===== src/rtl/iic_master_byte_ctrl_if.sv =====
// ----------------------------------------------------------------------------
// iic_master_byte_ctrl_if
// Bundles the host register bus and the I2C pad signals of the byte controller.
//   adr_in    : register select (00 TXR, 01 RXR, 10 SR, 11 CTR)
//   data_in   : register write data
//   cs        : one-clk write strobe, captured with adr_in/data_in
//   data_out  : combinational read of the register selected by adr_in
//   irq       : SR.DONE & CTR.IEN
//   scl_i/sda_i         : pad inputs
//   scl_oen_n/sda_oen_n : 0 pulls the line low, 1 releases it
//   scl_o/sda_o         : pad output values, always 0 (open-drain)
// Modports: master = the controller, slave = host/pad environment.
// ----------------------------------------------------------------------------
interface iic_master_byte_ctrl_if;
    logic [1:0] adr_in;
    logic [7:0] data_in;
    logic       cs;
    logic [7:0] data_out;
    logic       irq;
    logic       scl_i;
    logic       sda_i;
    logic       scl_oen_n;
    logic       sda_oen_n;
    logic       scl_o;
    logic       sda_o;

    modport master (
        input  adr_in, data_in, cs, scl_i, sda_i,
        output data_out, irq, scl_oen_n, sda_oen_n, scl_o, sda_o
    );

    modport slave (
        output adr_in, data_in, cs, scl_i, sda_i,
        input  data_out, irq, scl_oen_n, sda_oen_n, scl_o, sda_o
    );
endinterface


===== src/rtl/iic_master_byte_ctrl.sv =====
// ----------------------------------------------------------------------------
// iic_master_byte_ctrl
// I2C master byte controller with a TXR/RXR/SR/CTR register map. One CTR
// write runs any combination of START, byte write or byte read, and STOP.
// Each bus bit is four phases (A,B: SCL low; C,D: SCL high) of QDIV clocks.
// Ports:
//   clk   : system clock, rising edge
//   rst_n : synchronous active-low reset
//   bus   : iic_master_byte_ctrl_if.master (register bus + SCL/SDA pads)
// Parameters:
//   QDIV  : clk cycles per quarter SCL period (>=1)
//   CNT_W : width of the quarter-period counter
// Optional feature: define IIC_CLK_STRETCH_EN to let a slave stretch SCL
// (quarter counter freezes in phase C while scl_i is low). Without it scl_i
// is ignored.
// ----------------------------------------------------------------------------
module iic_master_byte_ctrl #(
    parameter int QDIV  = 4,
    parameter int CNT_W = 16
) (
    input  logic                  clk,
    input  logic                  rst_n,
    iic_master_byte_ctrl_if.master bus
);
    typedef enum logic [2:0] {S_IDLE, S_START, S_DATA, S_ACK, S_STOP} state_t;

    localparam logic [CNT_W-1:0] QLAST = CNT_W'(QDIV - 1);

    state_t           state, state_nxt;
    logic [7:0]       txr, rxr, ctr, sh;
    logic             busy, rxack, done;
    logic             held;          // SCL parked low after a command without STOP
    logic [CNT_W-1:0] qcnt;
    logic [1:0]       phase;
    logic [2:0]       bit_cnt;

    logic ctr_sel, cmd_go, abort, tick, q_last, stage_end, finish;
    logic wr_mode, rd_mode;
    logic scl_n, sda_n;

    assign ctr_sel = bus.cs && (bus.adr_in == 2'b11);
    assign cmd_go  = ctr_sel && !busy && bus.data_in[7] && (|bus.data_in[3:0]);
    assign abort   = ctr_sel && busy && !bus.data_in[7];
    assign wr_mode = ctr[2];
    assign rd_mode = ctr[3] && !ctr[2];   // WR wins when both are set

`ifdef IIC_CLK_STRETCH_EN
    // Freeze the quarter counter while a slave holds SCL low in phase C.
    assign tick = !((phase == 2'd2) && !bus.scl_i);
`else
    assign tick = 1'b1;
`endif

    assign q_last    = (qcnt == QLAST);
    assign stage_end = (state != S_IDLE) && tick && q_last && (phase == 2'd3) &&
                       ((state != S_DATA) || (bit_cnt == 3'd0));
    assign finish    = stage_end && !abort && (state_nxt == S_IDLE);

    // State register
    always_ff @(posedge clk) begin
        if (!rst_n) state <= S_IDLE;
        else        state <= state_nxt;
    end

    // Next-state logic: unused stages are skipped
    always_comb begin
        state_nxt = state;
        case (state)
            S_IDLE:  if (cmd_go)
                         state_nxt = bus.data_in[0] ? S_START :
                                     (bus.data_in[2] || bus.data_in[3]) ? S_DATA : S_STOP;
            S_START: if (stage_end)
                         state_nxt = (ctr[2] || ctr[3]) ? S_DATA :
                                     ctr[1] ? S_STOP : S_IDLE;
            S_DATA:  if (stage_end) state_nxt = S_ACK;
            S_ACK:   if (stage_end) state_nxt = ctr[1] ? S_STOP : S_IDLE;
            S_STOP:  if (stage_end) state_nxt = S_IDLE;
            default: state_nxt = S_IDLE;
        endcase
        if (abort) state_nxt = S_IDLE;
    end

    // Line drive per state and phase
    always_comb begin
        scl_n = 1'b1;
        sda_n = 1'b1;
        case (state)
            S_IDLE:  scl_n = !held;
            S_START: case (phase)
                         // From the held-low state, phase A only releases SDA.
                         2'd0:    scl_n = !held;
                         2'd2:    sda_n = 1'b0;
                         2'd3:    begin scl_n = 1'b0; sda_n = 1'b0; end
                         default: ;
                     endcase
            S_DATA:  begin
                         scl_n = phase[1];
                         sda_n = wr_mode ? txr[bit_cnt] : 1'b1;
                     end
            S_ACK:   begin
                         scl_n = phase[1];
                         sda_n = wr_mode ? 1'b1 : ctr[4];
                     end
            S_STOP:  case (phase)
                         2'd0:    begin scl_n = 1'b0; sda_n = 1'b0; end
                         2'd1:    sda_n = 1'b0;
                         default: ;
                     endcase
            default: ;
        endcase
    end

    assign bus.scl_oen_n = scl_n;
    assign bus.sda_oen_n = sda_n;
    assign bus.scl_o     = 1'b0;
    assign bus.sda_o     = 1'b0;
    assign bus.irq       = done && ctr[6];

    always_comb begin
        case (bus.adr_in)
            2'b00:   bus.data_out = txr;
            2'b01:   bus.data_out = rxr;
            2'b10:   bus.data_out = {5'b0, done, rxack, busy};
            default: bus.data_out = ctr;
        endcase
    end

    // Registers, timing counters and sampling
    always_ff @(posedge clk) begin
        if (!rst_n) begin
            txr     <= '0;
            rxr     <= '0;
            ctr     <= '0;
            busy    <= 1'b0;
            rxack   <= 1'b0;
            done    <= 1'b0;
            held    <= 1'b0;
            qcnt    <= '0;
            phase   <= '0;
            bit_cnt <= '0;
        end else begin
            if (bus.cs && (bus.adr_in == 2'b00) && !busy) txr <= bus.data_in;
            if (bus.cs && (bus.adr_in == 2'b10))          done <= 1'b0;
            if (ctr_sel && (!busy || !bus.data_in[7]))    ctr <= bus.data_in;

            if (cmd_go) begin
                busy    <= 1'b1;
                done    <= 1'b0;
                qcnt    <= '0;
                phase   <= '0;
                bit_cnt <= 3'd7;
            end else if (abort) begin
                busy    <= 1'b0;
                held    <= 1'b0;
                qcnt    <= '0;
                phase   <= '0;
            end else if ((state != S_IDLE) && tick) begin
                if (q_last) begin
                    qcnt  <= '0;
                    phase <= phase + 2'd1;
                    if ((phase == 2'd3) && (state == S_DATA)) bit_cnt <= bit_cnt - 3'd1;
                end else begin
                    qcnt <= qcnt + 1'b1;
                end
                // Sample SDA on the last clk of phase C
                if ((state == S_DATA) && (phase == 2'd2) && q_last && rd_mode)
                    sh <= {sh[6:0], bus.sda_i};
                if ((state == S_ACK) && (phase == 2'd2) && q_last && wr_mode)
                    rxack <= bus.sda_i;
                if (stage_end && (state == S_DATA) && rd_mode) rxr <= sh;
                if (stage_end) held <= (state != S_STOP);
                if (finish) begin
                    busy     <= 1'b0;
                    done     <= 1'b1;
                    ctr[3:0] <= 4'b0;
                end
            end
        end
    end
endmodule


===== src/flat_wrapper.sv =====
// flat-port wrapper written by rule: the top's interface ports become plain ports
module iic_master_byte_ctrl_flat 
#(
    parameter int QDIV  = 4,
    parameter int CNT_W = 16
)
  (clk, rst_n, bus_adr_in, bus_data_in, bus_cs, bus_scl_i, bus_sda_i, bus_data_out, bus_irq, bus_scl_oen_n, bus_sda_oen_n, bus_scl_o, bus_sda_o);
  iic_master_byte_ctrl_if bus_i ();
  input  logic clk;
  input  logic rst_n;
  input wire logic [$bits(bus_i.adr_in)-1:0] bus_adr_in;
  input wire logic [$bits(bus_i.data_in)-1:0] bus_data_in;
  input wire logic [$bits(bus_i.cs)-1:0] bus_cs;
  input wire logic [$bits(bus_i.scl_i)-1:0] bus_scl_i;
  input wire logic [$bits(bus_i.sda_i)-1:0] bus_sda_i;
  output wire logic [$bits(bus_i.data_out)-1:0] bus_data_out;
  output wire logic [$bits(bus_i.irq)-1:0] bus_irq;
  output wire logic [$bits(bus_i.scl_oen_n)-1:0] bus_scl_oen_n;
  output wire logic [$bits(bus_i.sda_oen_n)-1:0] bus_sda_oen_n;
  output wire logic [$bits(bus_i.scl_o)-1:0] bus_scl_o;
  output wire logic [$bits(bus_i.sda_o)-1:0] bus_sda_o;
  assign bus_i.adr_in = bus_adr_in;
  assign bus_i.data_in = bus_data_in;
  assign bus_i.cs = bus_cs;
  assign bus_i.scl_i = bus_scl_i;
  assign bus_i.sda_i = bus_sda_i;
  assign bus_data_out = bus_i.data_out;
  assign bus_irq = bus_i.irq;
  assign bus_scl_oen_n = bus_i.scl_oen_n;
  assign bus_sda_oen_n = bus_i.sda_oen_n;
  assign bus_scl_o = bus_i.scl_o;
  assign bus_sda_o = bus_i.sda_o;
  iic_master_byte_ctrl #(.QDIV(QDIV), .CNT_W(CNT_W)) u_core (.clk(clk), .rst_n(rst_n), .bus(bus_i));
endmodule

===== config.mk =====
export PLATFORM = sky130hd
export DESIGN_NAME = iic_master_byte_ctrl_flat
export DESIGN_NICKNAME = d
export VERILOG_FILES = /design/src/rtl/iic_master_byte_ctrl_if.sv /design/src/rtl/iic_master_byte_ctrl.sv /design/src/flat_wrapper.sv
export SDC_FILE = /design/constraint.sdc
export NUM_CORES = 1
export LEC_CHECK = 0
export ABC_CLOCK_PERIOD_IN_PS = 5700
export CORE_MARGIN = 4
export CORE_UTILIZATION = 62
export CTS_CLUSTER_DIAMETER = 30
export DETAILED_ROUTE_END_ITERATION = 10
export PLACE_DENSITY_LB_ADDON = 0.1
export SETUP_SLACK_MARGIN = 0.02
export SLEW_MARGIN = 10
export SYNTH_ARGS = -nofsm -noshare
export SYNTH_HDL_FRONTEND = slang
export SYNTH_SLANG_ARGS = --single-unit

===== constraint.sdc =====
create_clock -name clk -period 5.7 [get_ports clk]
set_input_delay 1.14 -clock clk [delete_from_list [all_inputs] [get_ports clk]]
set_output_delay 1.14 -clock clk [all_outputs]
set_load 0.01 [all_outputs]

Yosys cells after proc, flatten, opt, wreduce, memory -nomap -nowiden. Cells that the tools add are included. Widths: inputs -> output; s select.

Add/subtract/negate cells: 3. Order comparisons: 1. Equality and inequality tests: 14. Mux-type cells: 44. Bitwise gates (word level): 3. Reduce and logical (&&, ||, !) cells: 61.

Operators with widths (count): $mux 3 (15); $logic_and 1x1->1 (26); $pmux 8 s3 (1); $mux 4 (5); $mux 1 (17); $add 16x1->16 const B (1); $eq 16x2->1 const B (1); $mux 16 (1); $pmux 3 s5 (1); $reduce_and 4->1 (3); $reduce_bool 2->1 (5); $logic_not 3->1 (3); $reduce_bool 3->1 (3); $eq 2x2->1 const B (4); $pmux 1 s4 (2); $reduce_or 2->1 (4); $eq 3x2->1 const B (2); $logic_not 1->1 (5); $reduce_and 5->1 (1); $eq 2x1->1 const B (2); $logic_not 2->1 (2); $logic_or 1x1->1 (4); $lt 3x4->1 const B (1); $reduce_and 2->1 (2); 13 further kinds (15).

Bits in registers: 60. Input bits: 15. Output and inout bits: 13. Word-level logic and storage cells: 139.

Logic depth before layout (Yosys ltp).
Word-level depth: 14. Gate-level depth with buffers: 9. Gate-level depth less buffers: 8.

Worst setup path after synthesis. Ideal clock, no wire load.

Path type: in2out. Start: in bus_adr_in[0]. End: out bus_data_out[0]. Arrival: 2.045 ns. Data required time: 4.560 ns. Setup slack: 2.515 ns. Stages on the path: 2. Path buffers: 1. Cells stage by stage: clkbuf_1 > mux4_2.

Word-level cells in the longest chain between the ends: 2. Elaborated cells between the ends (all ways): 4. Those cells by class: eq/ne: 2; mux: 1; reduce/logical: 1.

Ends and longest elaborated chain: from (decl) (line flat_wrapper.sv:11) `input wire logic [$bits(bus_i.adr_in)-1:0] bus_adr_in;`; $eq 2x2->1 (tied with other cells) (line iic_master_byte_ctrl.sv:120) `case (bus.adr_in)`; $pmux 8 s3 * (line iic_master_byte_ctrl.sv:120); to (decl) (line flat_wrapper.sv:16) `output wire logic [$bits(bus_i.data_out)-1:0] bus_data_out;`.

Every way passes the cells marked *; elsewhere a longest branch is shown, timed or not.

Final worst setup path.
Start: in bus_adr_in[1]. End: out bus_data_out[3].

Same word-level chain as after synthesis.

==> results.md <==
Floorplan:
- The number of placed I/O pins is 28.
- From left edge to right edge, the die measures 79.2 um.
- The region available for standard cell placement spans 4820 sq um.
- The floorplan has 25 rows.
- Once the floorplan was initialized, standard cells occupied 65.2% of the core.
- The floorplan die height is 79.2 um.
- The die area is 6270 sq um.

Placement:
- The placed wire-length estimate is 4900 um.
- Port buffering added 24 buffers.
- The post-placement setup slack is 1480 ps.
- The placer's final routability congestion estimate is 0.828.
- The placed instances occupy a cell area of 3400 sq um.
- After detailed placement, the design holds a cell count of 420.

Timing:
- The summed negative setup slack over all endpoints is 0 ps.
- For this run, the top clock speed supported by timing is 237 MHz.
- The clock period minus worst slack is 4220 ps.
- Hold timing on the final database bottoms out at a slack of 450 ps.
- The worst slew margin relative to its limit is 29.6%.
- Setup repair after global routing left no endpoint under its margin.
- The final hold violation count is 0.
- Setup violations remaining at the end of the flow were counted as 0.
- The count of final max-slew check failures is 0.
- For the pin with the worst max-slew slack, the measured transition is 1050 ps.
- The worst clock skew on the final layout is 11.9 ps.
- The worst-case setup margin in the final layout is 1480 ps.
- The final critical path takes up 74.1% of the cycle.

Worst setup path:
- The worst setup path is launched from an input port.
- The critical path is of the in -> out type.
- The required time of the critical path is 4560 ps.
- The internal reg-to-reg setup slack is 3080 ps.
- The type of destination of the critical path is an output pin.
- Of all nets on the critical path, the largest fanout is 12.
- Data on the critical path arrives at its endpoint at 3080 ps.

Power and ir drop:
- The net load switching power is 0.219 mW.
- The total power per unit cell area is 246 nW/um^2.
- The worst-case IR drop observed on VDD is 0.000164 V.
- The proportion of total power due to net switching is 24.8%.
- The combinational power share is 6.9%.
- Per report_power, the sequential group accounts for 49.8% of the total.
- Total power for the finished layout comes to 0.883 mW.
- The internal power of the cells totals 0.664 mW.
- The clock network accounts for 43.3% of the total power.
- The total leakage power is 1.25 nW.

Synthesis:
- For this run, the number of Yosys warnings is 0.
- The async set or reset register ratio after synthesis is 0%.
- In the synthesized netlist, the number of instances is 342.
- Counting distinct cell types in the post-synthesis netlist gives 52.
- The average size of a mapped cell is 9.18 sq um.
- Sequential cells were found to cover 40.8% of the synthesized design area.
- For this run, the leading register cell type out of synthesis is sky130_fd_sc_hd__dfxtp_1.
- The share of synthesized area in the top cell type comes to 33.2%.
- By count the netlist is led by 52 x sky130_fd_sc_hd__dfxtp_1, 50 x sky130_fd_sc_hd__nor2_1, 37 x sky130_fd_sc_hd__nand2_1, 14 x sky130_fd_sc_hd__a21oi_1, 14 x sky130_fd_sc_hd__o21ai_0.
- The register bit total from synthesis is 60.
- The summed instance area of the synthesized netlist is 3140 sq um.
- The most common cell in the netlist is sky130_fd_sc_hd__dfxtp_1.
- Of all cell types, the one taking the most synthesized area is sky130_fd_sc_hd__dfxtp_1.
- The number of enable-type register cells in the synthesized netlist is 8.
- Ranked by total cell area, the synthesized netlist is headed by sky130_fd_sc_hd__dfxtp_1 33%, sky130_fd_sc_hd__edfxtp_1 7.7%, sky130_fd_sc_hd__nor2_1 6.0%.

GRT:
- The total overflow left after global routing is 0.
- The pin count of the biggest net entering global routing is 28.
- The number of global-route vias before repair came to 2432.
- The initial antenna violation count is 0.
- The global router's overall resource usage is 24.8%.
- The first-pass GRT wire length is 11900 um.

Route:
- The final route contains 2553 vias.
- The via count normalized by instance count is 5.86.
- The first detailed-routing pass took 5 iterations.
- The DRC violation count after routing is 0.
- The total wire length after detailed routing is 6900 um.
- Once detail routing completed, the nets flagged for antenna violations numbered 0.
- The routed wirelength normalized by instance count is 15.8 um.
- The first-iteration detailed-routing DRC count is 222.

Clock network:
- The clock reaches the later pin of the worst-skew pair after 350 ps.
- After clock tree synthesis, the clock-pin slew on the worst setup and hold paths is 70 ps.
- The number of sinks driven by the clock tree is 60.
- No sink is reached through more buffers than the 2 on the longest clock path.
- TritonCTS built the clock tree.
- The CTS buffer count is 9.
- Clock tree synthesis selected as its root buffer the cell sky130_fd_sc_hd__clkbuf_8.
- Buffers added to address setup during post-CTS repair amount to 0.
- The number of hold buffers added after CTS was 0.
- The post-CTS resize count is 0.
- CTS built an H-tree with a depth of 3.

Worst hold path:
- The path class of the tightest hold or removal check is reg -> reg.

Flow run:
- Across the run, the number of max-cap violations was 0.

Finish:
- Compared with the post-synthesis result, the final layout area differs by 14.6%.
- The proportion of layout cells with a drive suffix above 1 is 12.5%.
- The final cell count without fillers is 436.
- The number of diodes added for antenna fixing is 0.
- The layout net count is 386.
- Once layout is complete, the utilization of the core stands at 74.7%.
- Summing all non-filler instances in the final layout gives an area of 3600 sq um.

Outcome:
- The flow ran to the end, and the final reports show no timing, DRC or antenna violations.
metal layers:
| layer | up-vias | GRT usage, % | part of all wire, % |
|---|---|---|---|
| li1 | 1255 | - | - |
| met1 | 1204 | 34.0 | 45 |
| met2 | 81 | 36.9 | 46 |
| met3 | 13 | 7.48 | 7.0 |
| met4 | 0 | 8.93 | 1.6 |
| met5 | - | 0 | 0 |
registers in the layout (all words and copies together), names as in the netlist:
register        count
u_core.sh           8
u_core.done         1
u_core.txr          8
u_core.held         1
u_core.busy         1
u_core.bit_cnt      3
u_core.rxr          8
u_core.rxack        1
u_core.qcnt        16
u_core.phase        2
u_core.ctr          8
u_core.state        3
power groups by stage:
stage / sequential, mW / combinational [mW] / clock, mW
2_1_floorplan: 0.446 / 0.0403 / 0
3_3_place_gp: 0.449 / 0.0597 / 0
3_5_place_dp: 0.449 / 0.0601 / 0
4_1_cts: 0.440 / 0.0608 / 0.389
5_1_grt: 0.441 / 0.0672 / 0.411
6_report: 0.440 / 0.0612 / 0.382
final cells by class:
type                    count  area [sq um]
multi-input cells         260          1760
flip-flops and latches     60          1280
fillers                   369          1220
repair buffers             25           248
clock buffers               9           124
well taps                  67          83.8
clock inverters             7          75.1
inverters                   8          30.0
placed cells by master (no fill, tap or decap), types with 8 or more instances in the layout:
cell type | netlist | layout
sky130_fd_sc_hd__a21oi_1 | 14 | 14
sky130_fd_sc_hd__clkbuf_8 | 0 | 9
sky130_fd_sc_hd__clkdlybuf4s50_1 | 0 | 24
sky130_fd_sc_hd__dfxtp_1 | 52 | 52
sky130_fd_sc_hd__edfxtp_1 | 8 | 8
sky130_fd_sc_hd__mux2_2 | 10 | 10
sky130_fd_sc_hd__mux2i_1 | 12 | 12
sky130_fd_sc_hd__nand2_1 | 37 | 37
sky130_fd_sc_hd__nand3_1 | 12 | 12
sky130_fd_sc_hd__nor2_1 | 50 | 50
sky130_fd_sc_hd__o21ai_0 | 14 | 14
sky130_fd_sc_hd__xnor2_1 | 9 | 9
sky130_fd_sc_hd__xor2_1 | 8 | 8
cell families after synthesis:
logic type / after synthesis / synth area share (%)
flops: 60 / 40.8
buf+inv: 23 / 3.39
compound gates: 51 / 10.4
simple gates: 156 / 26.8
other cells: 1 / 0.119
xor+xnor: 17 / 4.74
mux: 27 / 11.0
fa+ha+maj: 7 / 2.79
worst paths after layout:
| kind | end | from | depth (start not counted) |
|---|---|---|---|
| worst max-delay path | bus_data_out[3] | bus_adr_in[1] | 4 |
| worst max register to register | u_core.sh[0] | u_core.busy | 5 |
| worst min register to register | u_core.sh[2] | u_core.sh[1] | 0 |
| worst min-delay path | u_core.sh[2] | u_core.sh[1] | 0 |
worst max-delay path, stage by stage:
cell                              delay, ps
sky130_fd_sc_hd__clkdlybuf4s50_1        700
sky130_fd_sc_hd__nor2_1                 480
sky130_fd_sc_hd__a22o_1                 230
sky130_fd_sc_hd__clkdlybuf4s50_1        530
Note: power is estimated with default switching activity, not from simulation.
